[config.mk]
export PLATFORM = sky130hd
export DESIGN_NAME = idelay_eye_scan
export DESIGN_NICKNAME = d
export VERILOG_FILES = /design/src/rtl/idelay_scan_pkg.sv /design/src/rtl/idelay_tap_judge.sv /design/src/rtl/idelay_eye_scan.sv
export SDC_FILE = /design/constraint.sdc
export NUM_CORES = 1
export LEC_CHECK = 0
export BUFFER_PORTS_ARGS = -buffer_cell sky130_fd_sc_hd__clkbuf_2
export CORE_MARGIN = 2
export CORE_UTILIZATION = 58
export CTS_CLUSTER_SIZE = 16
export DETAILED_ROUTE_END_ITERATION = 8
export PLACE_DENSITY = 0.77
export SLEW_MARGIN = 20
export SYNTH_ARGS = -nofsm -noshare
export SYNTH_HDL_FRONTEND = slang
export SYNTH_SLANG_ARGS = --single-unit
[constraint.sdc]
create_clock -name clk -period 3.2 [get_ports clk]
set_input_delay 0.48 -clock clk [delete_from_list [all_inputs] [get_ports clk]]
set_output_delay 0.48 -clock clk [all_outputs]
set_load 0.02 [all_outputs]
[src/rtl/idelay_scan_pkg.sv]
// Shared types and helpers for the IDELAYE2 tap-sweep eye scanner.
package idelay_scan_pkg;

  localparam int SCAN_TAP_W = 5;
  localparam int SCAN_NTAPS = 1 << SCAN_TAP_W;

  typedef enum logic [2:0] {
    S_IDLE,
    S_LOAD,
    S_SETTLE,
    S_SAMPLE,
    S_JUDGE,
    S_CENTER,
    S_DONE
  } scan_state_e;

  // Window centre, rounding toward the window start; an empty window maps to tap 0.
  function automatic int unsigned eye_center(input int unsigned st, input int unsigned len);
    if (len == 0) return 0;
    return st + ((len - 1) >> 1);
  endfunction

endpackage

[src/rtl/idelay_tap_judge.sv]
// Per-tap settle/sample timing and mismatch detection; pulses tap_valid during the judge cycle.
module idelay_tap_judge #(
  parameter int DATA_W      = 8,
  parameter int SETTLE_CYC  = 16,
  parameter int SAMPLE_LOG2 = 8
) (
  input  logic              clk,
  input  logic              rst,
  input  logic              settle,
  input  logic              sample,
  input  logic [DATA_W-1:0] data_in,
  input  logic [DATA_W-1:0] train_pat,
  output logic              settle_last,
  output logic              sample_last,
  output logic              tap_valid,
  output logic              tap_good
);

  localparam int SET_W = $clog2(SETTLE_CYC + 1);

  logic [SET_W-1:0]       settle_cnt;
  logic [SAMPLE_LOG2-1:0] sample_cnt;
  logic                   err_flag;
  logic                   valid_q;

  assign settle_last = settle && (settle_cnt == SET_W'(SETTLE_CYC - 1));
  assign sample_last = sample && (&sample_cnt);
  assign tap_valid   = valid_q;
  assign tap_good    = valid_q && !err_flag;

  always_ff @(posedge clk) begin
    if (rst) begin
      settle_cnt <= '0;
      sample_cnt <= '0;
      err_flag   <= 1'b0;
      valid_q    <= 1'b0;
    end else begin
      settle_cnt <= settle ? settle_cnt + SET_W'(1) : '0;
      sample_cnt <= sample ? sample_cnt + SAMPLE_LOG2'(1) : '0;
      valid_q    <= sample_last;
      // err_flag is cleared while settling so it only reflects this tap's samples.
      if (settle)
        err_flag <= 1'b0;
      else if (sample && (data_in != train_pat))
        err_flag <= 1'b1;
    end
  end

endmodule

[src/rtl/idelay_eye_scan.sv]
// IDELAYE2 tap-sweep trainer: finds the longest error-free tap window and loads its centre.
// Optional IDELAY_EYE_MAP_EN adds an eye_map output with one good/bad bit per tap.
module idelay_eye_scan
  import idelay_scan_pkg::*;
#(
  parameter int TAP_W       = SCAN_TAP_W,
  parameter int DATA_W      = 8,
  parameter int SETTLE_CYC  = 16,
  parameter int SAMPLE_LOG2 = 8
) (
  input  logic                  clk,
  input  logic                  rst,
  input  logic                  start,
  input  logic [DATA_W-1:0]     data_in,
  input  logic [DATA_W-1:0]     train_pat,
  output logic [TAP_W-1:0]      idelay_cnt,
  output logic                  idelay_ld,
  output logic                  busy,
  output logic                  done,
  output logic                  fail,
`ifdef IDELAY_EYE_MAP_EN
  output logic [(1<<TAP_W)-1:0] eye_map,
`endif
  output logic [TAP_W-1:0]      eye_start,
  output logic [TAP_W:0]        eye_len
);

  localparam logic [TAP_W-1:0] LAST_TAP = TAP_W'((1 << TAP_W) - 1);

  scan_state_e      state, state_nxt;
  logic [TAP_W-1:0] tap, run_st, best_st, cnt_q, ctr;
  logic [TAP_W:0]   run_len, best_len, run_inc;
  logic             settle_last, sample_last, tap_valid, tap_good;

  idelay_tap_judge #(
    .DATA_W      (DATA_W),
    .SETTLE_CYC  (SETTLE_CYC),
    .SAMPLE_LOG2 (SAMPLE_LOG2)
  ) u_judge (
    .clk         (clk),
    .rst         (rst),
    .settle      (state == S_SETTLE),
    .sample      (state == S_SAMPLE),
    .data_in     (data_in),
    .train_pat   (train_pat),
    .settle_last (settle_last),
    .sample_last (sample_last),
    .tap_valid   (tap_valid),
    .tap_good    (tap_good)
  );

  assign ctr     = TAP_W'(eye_center(32'(best_st), 32'(best_len)));
  assign run_inc = run_len + {{TAP_W{1'b0}}, 1'b1};

  always_ff @(posedge clk) begin
    if (rst) state <= S_IDLE;
    else     state <= state_nxt;
  end

  always_comb begin
    state_nxt  = state;
    idelay_ld  = 1'b0;
    idelay_cnt = cnt_q;
    busy       = 1'b0;
    done       = 1'b0;
    case (state)
      S_IDLE:   if (start) state_nxt = S_LOAD;
      S_LOAD: begin
        busy       = 1'b1;
        idelay_ld  = 1'b1;
        idelay_cnt = tap;
        state_nxt  = S_SETTLE;
      end
      S_SETTLE: begin
        busy = 1'b1;
        if (settle_last) state_nxt = S_SAMPLE;
      end
      S_SAMPLE: begin
        busy = 1'b1;
        if (sample_last) state_nxt = S_JUDGE;
      end
      S_JUDGE: begin
        busy      = 1'b1;
        state_nxt = (tap == LAST_TAP) ? S_CENTER : S_LOAD;
      end
      S_CENTER: begin
        busy       = 1'b1;
        idelay_ld  = 1'b1;
        idelay_cnt = ctr;
        state_nxt  = S_DONE;
      end
      S_DONE: begin
        done      = 1'b1;
        state_nxt = S_IDLE;
      end
      default:  state_nxt = S_IDLE;
    endcase
  end

`ifdef IDELAY_EYE_MAP_EN
  logic [(1<<TAP_W)-1:0] map_q;
  assign eye_map = map_q;
`endif

  always_ff @(posedge clk) begin
    if (rst) begin
      tap       <= '0;
      run_len   <= '0;
      run_st    <= '0;
      best_len  <= '0;
      best_st   <= '0;
      cnt_q     <= '0;
      fail      <= 1'b0;
      eye_start <= '0;
      eye_len   <= '0;
`ifdef IDELAY_EYE_MAP_EN
      map_q     <= '0;
`endif
    end else begin
      case (state)
        S_IDLE: if (start) begin
          tap      <= '0;
          run_len  <= '0;
          run_st   <= '0;
          best_len <= '0;
          best_st  <= '0;
          fail     <= 1'b0;
`ifdef IDELAY_EYE_MAP_EN
          map_q    <= '0;
`endif
        end
        S_LOAD: cnt_q <= tap;
        S_JUDGE: begin
          if (tap_valid) begin
            if (tap_good) begin
              run_len <= run_inc;
              if (run_len == '0) run_st <= tap;
              // Strictly greater: on equal length the earlier window is kept.
              if (run_inc > best_len) begin
                best_len <= run_inc;
                best_st  <= (run_len == '0) ? tap : run_st;
              end
            end else begin
              run_len <= '0;
            end
`ifdef IDELAY_EYE_MAP_EN
            map_q[tap] <= tap_good;
`endif
          end
          if (tap != LAST_TAP) tap <= tap + TAP_W'(1);
        end
        S_CENTER: begin
          cnt_q     <= ctr;
          fail      <= (best_len == '0);
          eye_start <= best_st;
          eye_len   <= best_len;
        end
        default: ;
      endcase
    end
  end

endmodule

* Yosys cells after proc, flatten, opt, wreduce, memory -nomap -nowiden
Index checks and enable logic that the tools add are counted.
Word-level totals: bits in registers 62, logic and storage cells 94, input port bits 19, output and inout bits 20
Operators by class: bitwise logic cells 2, order comparisons 1, equality and inequality tests 17, multiplexer cells 32, add/sub/neg operators 6, reduce and logical (&&, ||, !) cells 22
Operators by type and width (number):
- $mux 5 | 9
- $pmux 5 s2 | 4
- $mux 6 | 6
- $pmux 6 s2 | 2
- $pmux 3 s6 | 1
- $logic_not 6->1 | 2
- $mux 3 | 4
- $ne 2x2->1 const B | 6
- $add 5x1->5 const B | 2
- $eq 3x3->1 const B | 3
- $reduce_and 3->1 | 3
- $add 8x1->8 const B | 1
- $ne 8x8->1 | 1
- $reduce_and 8->1 | 1
- $reduce_or 2->1 | 4
- $add 6x1->6 const B | 1
- $eq 3x2->1 const B | 2
- $gt 6x6->1 | 1
- $sub 6x1->6 const B | 1
- $add 5x5->5 | 1
- $eq 5x4->1 const B | 1
- $eq 5x5->1 const B | 1
- $mux 1 | 5
- $ne 5x5->1 const B | 1
- 12 further kinds | 17

* Longest topological paths before layout
word-level depth 6, gate-level depth with buffers 9, depth with buffers taken out 9

* Modules after synthesis
Synthesis repeated with hierarchy kept, for this count alone.
Second synthesis, totals: cells, all modules 412, area, all modules 3502.1 um2
By module, submodules not included:
- idelay_eye_scan | area each 2829.0 um2, times used 1, seq. area each 940.9 um2, cells each 337
- idelay_tap_judge | area each 673.1 um2, times used 1, seq. area each 300.3 um2, cells each 75

* Least setup slack after synthesis
Ideal clock, no wire load.
path kind register to output, start point reg best_len[0], end point out idelay_cnt[4], arrival 2.132 ns, setup slack 0.588 ns, cell stages (with the launch flop) 10, path buffers 0, data required time 2.720 ns, cell sequence dfxtp_1 -> inv_1 -> ha_1 -> inv_1 -> ha_1 -> fa_1 -> nand3_1 -> nand2_1 -> or4b_1 -> nand3_1
On the way: cells in the longest elaborated chain, start to end 4, elaborated cells between the ends (all ways) 6, those cells by class add/sub (2); mux (3); reduce/logical (1)
Ends and longest elaborated chain:
- start: declaration | RTL line idelay_eye_scan.sv:32 | logic [TAP_W:0] run_len, best_len, run_inc;
- start signal: assignment | RTL line idelay_eye_scan.sv:140 | best_len <= run_inc;
- $sub 6x1->6 / $logic_not 6->1 (equally long branches) | RTL line idelay_scan_pkg.sv:20, idelay_scan_pkg.sv:19
- $add 5x5->5 / $mux 1 (equally long branches) | RTL line idelay_scan_pkg.sv:20, idelay_scan_pkg.sv:19
- $mux 5 (*) | RTL line idelay_scan_pkg.sv:20 | return st + ((len - 1) >> 1);
- $pmux 5 s2 (*) | RTL line idelay_eye_scan.sv:66 | case (state)
- end: declaration | RTL line idelay_eye_scan.sv:16 | output logic [TAP_W-1:0] idelay_cnt,
Every way passes the cells marked *; elsewhere a longest branch is shown, timed or not.

* Final worst setup path
Same ends and word-level chain as after synthesis.

==> impl_metrics.py <==
metrics = {
    "cts": {
        "cts.path.max_buffers": 2,
        "hold_buffers": 0,
        "htreeDepth": 3,
        "cts-root-buf": "clkbuf_8",
        "clk_latency_ns": 0.33,
        "cts_sinks": 62,
        "clk_pin_slew_ns": 0.07,
        "cts_buffers": 9,
        "cts_setup_buffers": 0,
        "cts_tree": "yes",
        "post_cts_resized": 0,
    },
    "drt": {
        "wl_per_cell_um": 14.0,
        "vias": 2848,
        "viasPerCell": 5.64,
        "dr.pass1.iters": 4,
        "drcViolationCount": 0,
        "antenna_left": 0,
        "routed_wl_um": 7070,
        "drt_iter0_drc": 117,
    },
    "power": {
        "p_leak_uw": 0.00159,
        "peakVddDrop_v": 0.000396,
        "powerDensity_nw_per_um2": 449,
        "power_uw": 1700,
    },
    "synth": {
        "synth_cell_types": 50,
        "netlist_area_um2": 3320,
        "synth-seq-area-share_pct": 37.3,
        "synth_ff_type": "dfxtp_1",
        "ys_ff_latch": 62,
        "ys_async_sr_fraction_pct": 0,
        "syn-num-nets": 432,
        "synth_cells": 393,
        "syn_area_per_cell_um2": 8.46,
        "synth_warnings": 0,
        "synth_edf_count": 0,
    },
    "sta": {
        "max_slew_margin_pct": 44.6,
        "drv_slew": 0,
        "final.setup_skew_ns": 0.00517,
        "setup_viol": 0,
        "fin_crit_sh_pct": 97.1,
        "finalSetupTns_ns": 0,
        "clock.fmax_mhz": 322,
        "worst_pin_slew_ns": 0.819,
        "post-route-min-period_ns": 3.11,
        "hold_viol_final": 0,
        "setup_ws_ns": 0.0913,
    },
    "run": {
        "maxCapViolations": 0,
    },
    "final_layout": {
        "drive_gt1_share_pct": 15.9,
        "mostFrequentLayoutCells": "60 x dfxtp_1, 53 x nand2_1, 38 x a21oi_1, 38 x clkbuf_2, 30 x nor2_1",
        "n_antenna_cell": 0,
        "final_util_pct": 68.8,
        "fin_area_um2": 3790,
        "final_common_cell": "dfxtp_1",
        "nets": 467,
        "area_growth_pct": 14.0,
    },
    "global_routing": {
        "grt_overflow_total": 0,
        "grt_antenna_before_repair": 0,
        "grt_max_degree": 39,
        "grt_pass1_vias": 2672,
        "grt_usage_pct": 23.9,
        "grt_first_pass_wirelength_um": 11900,
    },
    "placement": {
        "port_buffers": 38,
        "post-place-ws_ns": 0.386,
        "gp_congestion": 0.850,
        "dpl.hpwl_um": 5050,
        "postPlaceCellArea_um2": 3550,
    },
    "setup_path": {
        "crit_chain": "inv_1 > ha_1 > inv_1 > ha_1 > fa_1 > nand3_1 > nand2_1 > or4b_1 > nand3_1 > clkbuf_2",
        "path_class": "flip-flop to primary output",
        "path_delay_family": "adder cells",
        "cp.buffers_inverters": 3,
        "critPathCaptureType": "primary output",
        "worstPathArrival_ns": 2.63,
        "crit_fanout": 6,
        "required_ns": 2.72,
        "crit_path_top_delay_cell": "or4b_1",
        "start_kind": "flip-flop",
        "slowest_delay_ns": 0.50,
    },
    "die": {
        "dieWidth_um": 79.7,
        "rows": 27,
        "io_pins": 39,
        "start_util_pct": 60.4,
        "die_h_um": 79.7,
        "fp.coreArea_um2": 5510,
        "die-area_um2": 6350,
    },
    "hold_path": {
        "min_path_type": "flip-flop to flip-flop",
    },
    "outcome": {
        "status": "finished clean",
    },
}
## cell families after synthesis
family          synth area share (%)
mux                             3.65
buf+inv                         4.33
flops                           37.3
compound gates                  14.9
simple gates                    25.2
fa+ha+maj                       7.75
xor+xnor                        6.85
## worst paths after layout
kind	startpoint	endpoint	slack (ns)	cells past startpoint
max	best_len[0]	idelay_cnt[4]	0.09	10
min	u_judge.settle_cnt[0]	u_judge.settle_cnt[0]	0.45	1
max reg2reg	run_len[2]	best_st[0]	0.37	8
min reg2reg	u_judge.settle_cnt[0]	u_judge.settle_cnt[0]	0.45	1
## synth_stat cells, drive strengths merged (3+ instances only)
library cell / n / area share [%]
buf: 7 / 1.4
or4b: 3 / 0.90
a31oi: 4 / 0.75
mux2i: 11 / 3.3
nand2: 53 / 6.0
ha: 19 / 7.2
clkbuf: 12 / 1.4
nor3: 9 / 1.7
and4: 6 / 1.6
xor2: 17 / 4.5
nor2: 30 / 3.4
nand2b: 4 / 0.75
and3: 5 / 0.94
nor3b: 3 / 0.83
xnor2: 9 / 2.4
o21ai: 16 / 2.5
inv: 14 / 1.6
a211oi: 5 / 1.1
a21oi: 38 / 5.7
nand3: 25 / 3.8
o211a: 5 / 1.5
dfxtp: 62 / 37
nor4b: 3 / 1.2
a22oi: 3 / 0.68
nor2b: 7 / 1.3
## registers in the layout, indices dropped and copies added, names as in the netlist, 3 cells and up
register            flops
tap                     5
u_judge.sample_cnt      8
state                   3
eye_start               5
best_len                6
eye_len                 6
run_len                 6
run_st                  5
cnt_q                   5
u_judge.settle_cnt      5
best_st                 5
## layer usage
metal	track usage (%)	share of wire, %
met2	40.8	50
met5	0	0
met3	4.07	4.0
met1	28.4	44
met4	12.6	1.8
## area by class of cell
cell class,count,area (um^2)
Inverter,14,52.6
Sequential cell,62,1250
Multi-Input combinational cell,298,1940
Fill cell,464,1720
Tap cell,72,90.1
Clock inverter,3,65.1
Clock buffer,13,169
Timing Repair Buffer,43,228
## metrics by stage
step / instances / hold slack (ns)
finish: 505 / 0.452
global route: 505 / 0.473
CTS: 505 / 0.456
detailed placement: 489 / 0.447
global placement: 489 / 0.434
floorplan: 393 / 0.418
## worst reg2reg max path: stages (launching register included)
cell	delay, ns
dfxtp_1	0.43
nand3_1	0.17
o21a_1	0.23
or2_2	0.29
ha_1	0.30
and4_1	0.21
a311oi_1	0.34
o32a_1	0.55
mux2i_1	0.24
## power by group
group	switching [uW]	leakage, uW	total [uW]	internal, uW
Combinational	69.1	0.000965	113	44.2
Sequential	11.7	0.000501	789	778
Clock	296	0.000120	798	502
Power figures use the tool's default switching activity.
